### src/rtl/out_monitor.sv
// Monitors a 1-bit stream. It produces registered rise/fall pulses, detects the
// overlapping pattern 1011, and keeps saturating high/rise/run statistics.
module out_monitor #(
  parameter int CNT_W = 8
) (
  input  logic             clk,
  input  logic             rst,
  input  logic             en,
  input  logic             clear,
  input  logic             out_in,
  output logic             rise,
  output logic             fall,
  output logic             det,
  output logic [CNT_W-1:0] high_cnt,
  output logic [CNT_W-1:0] rise_cnt,
  output logic [CNT_W-1:0] run_len
);

  typedef enum logic [1:0] {S0, S1, S10, S101} state_t;

  state_t           state_q, state_d;
  logic             last_q, last_d;
  logic             have_prev_q, have_prev_d;
  logic             rise_q, rise_d;
  logic             fall_q, fall_d;
  logic             det_q, det_d;
  logic [CNT_W-1:0] high_q, high_d;
  logic [CNT_W-1:0] rcnt_q, rcnt_d;
  logic [CNT_W-1:0] run_q, run_d;

  function automatic logic [CNT_W-1:0] sat_inc(input logic [CNT_W-1:0] v);
    return (&v) ? v : v + {{(CNT_W-1){1'b0}}, 1'b1};
  endfunction

  always_comb begin
    state_d     = state_q;
    last_d      = last_q;
    have_prev_d = have_prev_q;
    high_d      = high_q;
    rcnt_d      = rcnt_q;
    run_d       = run_q;
    rise_d      = 1'b0;
    fall_d      = 1'b0;
    det_d       = 1'b0;
    if (clear) begin
      // The sample on a clearing edge is discarded; last holds its value.
      state_d     = S0;
      have_prev_d = 1'b0;
      high_d      = '0;
      rcnt_d      = '0;
      run_d       = '0;
    end else if (en) begin
      rise_d      = have_prev_q & ~last_q & out_in;
      fall_d      = have_prev_q & last_q & ~out_in;
      last_d      = out_in;
      have_prev_d = 1'b1;
      if (out_in) begin
        high_d = sat_inc(high_q);
        run_d  = sat_inc(run_q);
      end else begin
        run_d  = '0;
      end
      if (rise_d) rcnt_d = sat_inc(rcnt_q);
      unique case (state_q)
        S0:   state_d = out_in ? S1 : S0;
        S1:   state_d = out_in ? S1 : S10;
        S10:  state_d = out_in ? S101 : S0;
        S101: begin
          state_d = out_in ? S1 : S10;
          det_d   = out_in;
        end
        default: state_d = S0;
      endcase
    end
  end

  always_ff @(posedge clk) begin
    if (rst) begin
      state_q     <= S0;
      last_q      <= 1'b0;
      have_prev_q <= 1'b0;
      rise_q      <= 1'b0;
      fall_q      <= 1'b0;
      det_q       <= 1'b0;
      high_q      <= '0;
      rcnt_q      <= '0;
      run_q       <= '0;
    end else begin
      state_q     <= state_d;
      last_q      <= last_d;
      have_prev_q <= have_prev_d;
      rise_q      <= rise_d;
      fall_q      <= fall_d;
      det_q       <= det_d;
      high_q      <= high_d;
      rcnt_q      <= rcnt_d;
      run_q       <= run_d;
    end
  end

  assign rise     = rise_q;
  assign fall     = fall_q;
  assign det      = det_q;
  assign high_cnt = high_q;
  assign rise_cnt = rcnt_q;
  assign run_len  = run_q;

endmodule

### config.mk
export PLATFORM = sky130hd
export DESIGN_NAME = out_monitor
export DESIGN_NICKNAME = d
export VERILOG_FILES = /design/src/rtl/out_monitor.sv
export SDC_FILE = /design/constraint.sdc
export NUM_CORES = 1
export LEC_CHECK = 0
export CORE_ASPECT_RATIO = 0.5
export CORE_UTILIZATION = 30
export CTS_BUF_LIST = sky130_fd_sc_hd__clkbuf_16
export CTS_CLUSTER_SIZE = 20
export DETAILED_ROUTE_END_ITERATION = 10
export GPL_TIMING_DRIVEN = 0
export SLEW_MARGIN = 15
export SYNTH_ARGS = -nofsm -noshare
export SYNTH_HDL_FRONTEND = slang
export SYNTH_SLANG_ARGS = --single-unit
### constraint.sdc
create_clock -name clk -period 1.5 [get_ports clk]
set_clock_uncertainty 0.1 [all_clocks]
set_input_delay 0.225 -clock clk [delete_from_list [all_inputs] [get_ports clk]]
set_output_delay 0.225 -clock clk [all_outputs]
set_load 0.1 [all_outputs]
==> impl_metrics.tcl, run 1 <==
set metrics [dict create \
    drt_pass1_iterations 4 \
    crit_start "rise_cnt[0]$_SDFFE_PP0P_" \
    clkSinkCount 31 \
    wl_um 3460 \
    drv_slew 0 \
    ioPinCount 32 \
    crit_path_start_kind "flop" \
    holdWs_ns 0.289 \
    drive_above_1_share_pct 39.0 \
    netlist.area_leader.share_pct 43.5 \
    cts.clk_slew.worst_paths_ns 0.05 \
    grt_pass1_vias 1212 \
    peakVddDrop_uv 395 \
    synth_top_area_cell "dfxtp_1" \
    via_per_inst 5.06 \
    fin_nets 212 \
    yosysMostFrequentCell "dfxtp_1" \
    synth_edf_count 0 \
    multi_input_area_um2 895 \
    async_reset_ff_share_pct 0 \
    critPathMaxStageDelay_ns 0.42 \
    cp.required_ns 1.60 \
    netlist_area_um2 1430 \
    leakage_nw 0.757 \
    first_iter_violations 33 \
    io_buffers 31 \
    area_growth_pct 44.1 \
    maxSlewHeadroom_pct 63.6 \
    cp_max_fo 6 \
    period_share_pct 103 \
    power.total_mw 1.83 \
    clock_path_buffers 2 \
    syn-num-nets 172 \
    vias 1372 \
    numCtsBuffers 5 \
    ys_warn_count 0 \
    slowest_stage "or4_4" \
    die_area_um2 5050 \
    crit_path_end "rise_cnt[7]$_SDFFE_PP0P_" \
    arrival_ns 1.65 \
    num_antenna_cells 0 \
    status "finished, violations left" \
    critical_path.cell_chain "ha_4, a41o_4, or4_4, a21oi_2" \
    cts_tree "built" \
    drtAntennaViolNets 0 \
    ys.flop_type "dfxtp_1" \
    grt-ovfl-total 0 \
    setup_violations 2 \
    coreArea_um2 4490 \
    final.setup.tns_ns -0.0770 \
    cp-end-kind "flop" \
    n_fill_cell 449 \
    r2r-start "rise_cnt[0]$_SDFFE_PP0P_" \
    yosys-top-cells-count "dfxtp_1, nor2_1, nand2_1" \
    maxCapViolCount 0 \
    start_util_pct 31.8 \
    period_needed_ns 1.55 \
    reg2regPathDepth 4 \
    grt_max_degree 11 \
    gp_congestion 0.770 \
    cp_num_cells 4 \
    violations "negative setup slack" \
    antenna_found_initial 0 \
    fp.dieW_um 99.5 \
    ff2ff_setup_slack_ns -0.05 \
    grtUsageTotal_pct 14.6 \
    cts_root_buf "clkbuf_16" \
    num_rows 17 \
    postLayoutCellArea_um2 2050 \
    dp_hpwl_um 2400 \
    cts_hold_buf 0 \
    synth_cell_types 37 \
    crit_family "compound AO/OA/AOI/OAI gates" \
    rsz0062_at_grt "yes" \
    ys_ff_latch 31 \
    cts_max_level 2 \
    fp.dieH_um 50.7 \
    drc 0 \
    ys_seq_area_share_pct 43.5 \
    reg2reg_to "rise_cnt[7]$_SDFFE_PP0P_" \
    grt_pass1_wl_um 5770 \
    avgSynthCellArea_um2 8.69 \
    crit_buf_inv 0 \
    dpl_worst_slack_ns -0.650 \
    synthCells 164 \
    seq_area_um2 711 \
    setup_slack_ns -0.0510 \
    max_freq_mhz 645 \
    dpl_cell_area_um2 1980 \
    clk-insertion-delay-late_ns 0.27 \
    hold_viol 0 \
    wl_per_cell_um 12.8 \
    crit_type "flop to flop" \
    tightest_slew_ns 0.546 \
    min_path_type "input pin to flop" \
    synthTopCellsByArea "dfxtp_1, nor2_1, a21oi_1" \
    cellPowerDensity_nw_per_um2 891 \
]
## layer usage
layer  GRT usage (%)  vias to the layer above  wire length, µm
met2            22.3                       19             1500
met5               0                        -                0
met1            19.9                      656             1790
li1                -                      692                -
met3            4.04                        5              127
met4            5.15                        0               38
## layout by cell type, fill, tap and decap left out, drive strengths merged, types with 5 or more instances in the layout
cell     n
dfxtp   31
and3     5
nor2    19
buf     27
nand3    5
or3      6
nand4    6
nand2   14
o21ai    7
o211ai   5
a21oi   11
clkbuf   9
## where the power goes
group | total, mW | leakage, nW | switching (mW) | internal (mW)
sequential | 0.799 | 0.270 | 0.00686 | 0.792
clock | 0.923 | 0.0701 | 0.328 | 0.595
combinational | 0.107 | 0.417 | 0.0730 | 0.0340
## repair_timing
| item | 4_1_cts | 5_1_grt |
|---|---|---|
| buffers inserted | 1 | 0 |
| gates resized for setup | 133 | 12 |
| endpoints found under the hold margin | 0 | 0 |
| cloned | 0 | 1 |
| pin swaps | 1 | 3 |
| endpoints found under the setup margin | 51 | 15 |
## worst min-delay path: cells and delay by family
family / cells / cell delay [ns]
and+or+nand+nor: 2 / 0.22
buffers and inverters: 1 / 0.17
## flip-flops by register name, indices dropped and copies added (netlist names)
| signal | flops |
|---|---|
| fall | 1 |
| run_len | 8 |
| det | 1 |
| rise | 1 |
| high_cnt | 8 |
| have_prev_q | 1 |
| rise_cnt | 8 |
| state_q | 2 |
| last_q | 1 |
## metrics by stage
stage	cells	utilization, %
floorplan	164	-
global placement	261	44.0
detailed placement	261	44.0
CTS	270	45.6
global route	271	45.7
finish	271	45.7
## worst min-delay path by stage
| stage | from | end | slack (ns) | cells past startpoint |
|---|---|---|---|---|
| finish | en | rise$_SDFF_PP0_ | 0.29 | 3 |
| CTS | state_q[1]$_SDFFE_PP0P_ | det$_SDFF_PP0_ | 0.34 | 2 |
| global route | en | rise$_SDFF_PP0_ | 0.32 | 3 |
| detailed placement | state_q[1]$_SDFFE_PP0P_ | det$_SDFF_PP0_ | 0.34 | 2 |
| floorplan | rst | last_q$_SDFFE_PP0P_ | 0.20 | 1 |
| global placement | state_q[1]$_SDFFE_PP0P_ | det$_SDFF_PP0_ | 0.33 | 2 |
## logic make-up after synthesis
group,share of synthesized area (%)
AO/OA/AOI/OAI,18.4
XOR/XNOR,3.69
adder cells (fa/ha/maj),2.63
buffers and inverters,2.19
flip-flops,43.5
multiplexers,2.81
AND/OR/NAND/NOR,26.7
## cell type report
| class | instances | area share, % |
|---|---|---|
| sequential | 31 | 34.6 |
| inverter | 3 | 0.548 |
| clock buffer | 5 | 6.09 |
| multi-input combinational | 126 | 43.6 |
| clock inverter | 3 | 0.548 |
| tap | 66 | 4.02 |
| timing repair buffer | 32 | 9.51 |
| buffer | 5 | 1.10 |
Note: power is estimated with default switching activity, not from simulation.
==> inputs of run 2 (changes only) <==
--- a/config.mk
+++ b/config.mk
@@ -11,6 +11,7 @@
 export CTS_CLUSTER_SIZE = 20
 export DETAILED_ROUTE_END_ITERATION = 10
 export GPL_TIMING_DRIVEN = 0
+export REMOVE_ABC_BUFFERS = 1
 export SLEW_MARGIN = 15
 export SYNTH_ARGS = -nofsm -noshare
 export SYNTH_HDL_FRONTEND = slang
==> run 2 against run 1 <==
Against the previous run: worst setup slack improved by 0.022 ns; the run still ends with negative setup slack left; fmax rose by 1.4%; critical path type unchanged; via count rose by 2.3%; highest routed layer unchanged; register-to-register slack improved by 0.02 ns.
==> impl_metrics.tcl, run 2 (synthesis results as in run 1) <==
set metrics [dict create \
    arrival_ns 1.64 \
    cts.clk_slew.worst_paths_ns 0.05 \
    peakVddDrop_uv 374 \
    clkSinkCount 31 \
    clkPwrFrac_pct 50.0 \
    ioPinCount 32 \
    cts_tree "built" \
    mostFrequentLayoutCells "nor2_1, buf_2, dfxtp_1" \
    crit_path_start_kind "flop" \
    drv_slew 0 \
    max_freq_mhz 654 \
    drc 0 \
    hold_viol 0 \
    drtAntennaViolNets 0 \
    crit_type "flop to flop" \
    multi_input_area_um2 901 \
    vias 1404 \
    cts_root_buf "clkbuf_16" \
    gp_congestion 0.782 \
    cellPowerDensity_nw_per_um2 915 \
    tightest_slew_ns 0.550 \
    p_sw_share_pct 22.5 \
    io_buffers 31 \
    crit_start "rise_cnt[1]$_SDFFE_PP0P_" \
    n_fill_cell 440 \
    grt_pass1_vias 1268 \
    clk-insertion-delay-late_ns 0.27 \
    clock_path_buffers 2 \
    coreArea_um2 4490 \
    area_growth_pct 44.3 \
    holdWs_ns 0.289 \
    fin_nets 215 \
    p_switching_mw 0.423 \
    r2r-start "rise_cnt[1]$_SDFFE_PP0P_" \
    cp.required_ns 1.61 \
    combPwrFrac_pct 5.6 \
    status "finished, violations left" \
    antenna_found_initial 0 \
    min_from "en" \
    internal_power_mw 1.46 \
    grt_pass1_wl_um 6030 \
    final.setup.tns_ns -0.0476 \
    final_common_cell "nor2_1" \
    via_per_inst 5.12 \
    drive_above_1_share_pct 36.5 \
    dpl_worst_slack_ns -0.914 \
    maxSlewHeadroom_pct 63.5 \
    power_frac_seq_pct 44.3 \
    fin_util_pct 45.8 \
    num_rows 17 \
    dp_hpwl_um 2210 \
    cts_max_level 2 \
    fp.dieW_um 99.5 \
    setup_slack_ns -0.0292 \
    cp_max_fo 5 \
    first_iter_violations 45 \
    violations "negative setup slack" \
    start_util_pct 31.8 \
    rsz0062_at_grt "yes" \
    cp-end-kind "flop" \
    grtUsageTotal_pct 15.3 \
    wl_um 3450 \
    fp.dieH_um 50.7 \
    drt_pass1_iterations 4 \
    grt_max_degree 30 \
    wl_per_cell_um 12.6 \
    maxCapViolCount 0 \
    leakage_nw 0.772 \
    period_share_pct 102 \
    numCtsBuffers 5 \
    die_area_um2 5050 \
    power.total_mw 1.88 \
    setup_violations 2 \
    seq_area_um2 646 \
    num_antenna_cells 0 \
    min_path_type "input pin to flop" \
    period_needed_ns 1.53 \
    grt-ovfl-total 0 \
]
[run 2: cell types whose count changed in the layout (fill, tap and decap cells not counted), moves of 2 or more]
cell      before  now
buf_2         26   18
dfxtp_1        5   17
clkbuf_2       2    0
dfxtp_4       23    3
clkbuf_1       2    0
buf_4          1   12
clkbuf_4       0    3
dfxtp_2        3   11
clkinv_1       2    0
[run 2: power by group through the flow]
| stage | logic (mW) | clock network (mW) | registers [mW] |
|---|---|---|---|
| 2_1_floorplan | 0.0407 | 0 | 0.871 |
| 3_3_place_gp | 0.0970 | 0 | 0.853 |
| 3_5_place_dp | 0.0988 | 0 | 0.853 |
| 4_1_cts | 0.105 | 0.971 | 0.834 |
| 5_1_grt | 0.116 | 1.00 | 0.834 |
| 6_report | 0.106 | 0.941 | 0.834 |
[run 2: routing by layer]
layer | GRT usage (%) | vias to the layer above | part of all wire [%]
li1 | - | 705 | -
met1 | 19.3 | 668 | 49
met2 | 24.7 | 23 | 46
met3 | 4.46 | 8 | 3.6
met4 | 6.13 | 0 | 1.7
met5 | 0 | - | 0
[run 2: worst max-delay path, cell delays in order, from the launching register on]
cell     delay, ns
dfxtp_4       0.36
ha_4          0.17
a41o_4        0.29
or4_4         0.42
a21oi_2       0.12
[run 2: worst paths after layout]
check | to | slack (ns) | cells after the start
setup / recovery | rise_cnt[7]$_SDFFE_PP0P_ | -0.03 | 4
hold / removal | run_len[1]$_SDFFE_PP0P_ | 0.29 | 3
setup reg to reg | rise_cnt[7]$_SDFFE_PP0P_ | -0.03 | 4
hold reg to reg | det$_SDFF_PP0_ | 0.36 | 2
[run 2: layout make-up]
| class | instances | area share, % |
|---|---|---|
| clock buffers | 5 | 6.08 |
| clock inverters | 3 | 0.608 |
| inverters | 3 | 0.547 |
| multi-input cells | 126 | 43.8 |
| flip-flops and latches | 31 | 31.4 |
| well taps | 66 | 4.01 |
| repair buffers | 40 | 13.6 |
[run 2: timing repair]
item | in CTS | in global routing
hold buffers | 0 | 0
setup endpoints to repair | 51 | 20
setup buffers | 7 | 2
pin swaps | 5 | 5
cloned | 1 | 0
resized for setup | 169 | 17
[run 2: through the flow]
stage,cell area [µm²],instances
after floorplan,1410,159
after detailed placement,1800,256
after global placement,1800,256
after global routing,2060,274
after CTS,2000,272
final,2060,274
==> inputs of run 3 (changes only) <==
--- a/config.mk
+++ b/config.mk
@@ -5,6 +5,7 @@
 export SDC_FILE = /design/constraint.sdc
 export NUM_CORES = 1
 export LEC_CHECK = 0
+export CAP_MARGIN = 20
 export CORE_ASPECT_RATIO = 0.5
 export CORE_UTILIZATION = 30
 export CTS_BUF_LIST = sky130_fd_sc_hd__clkbuf_16
==> results of run 3 <==
Same layout as run 2: the final DEF is identical, and so are final timing and power.
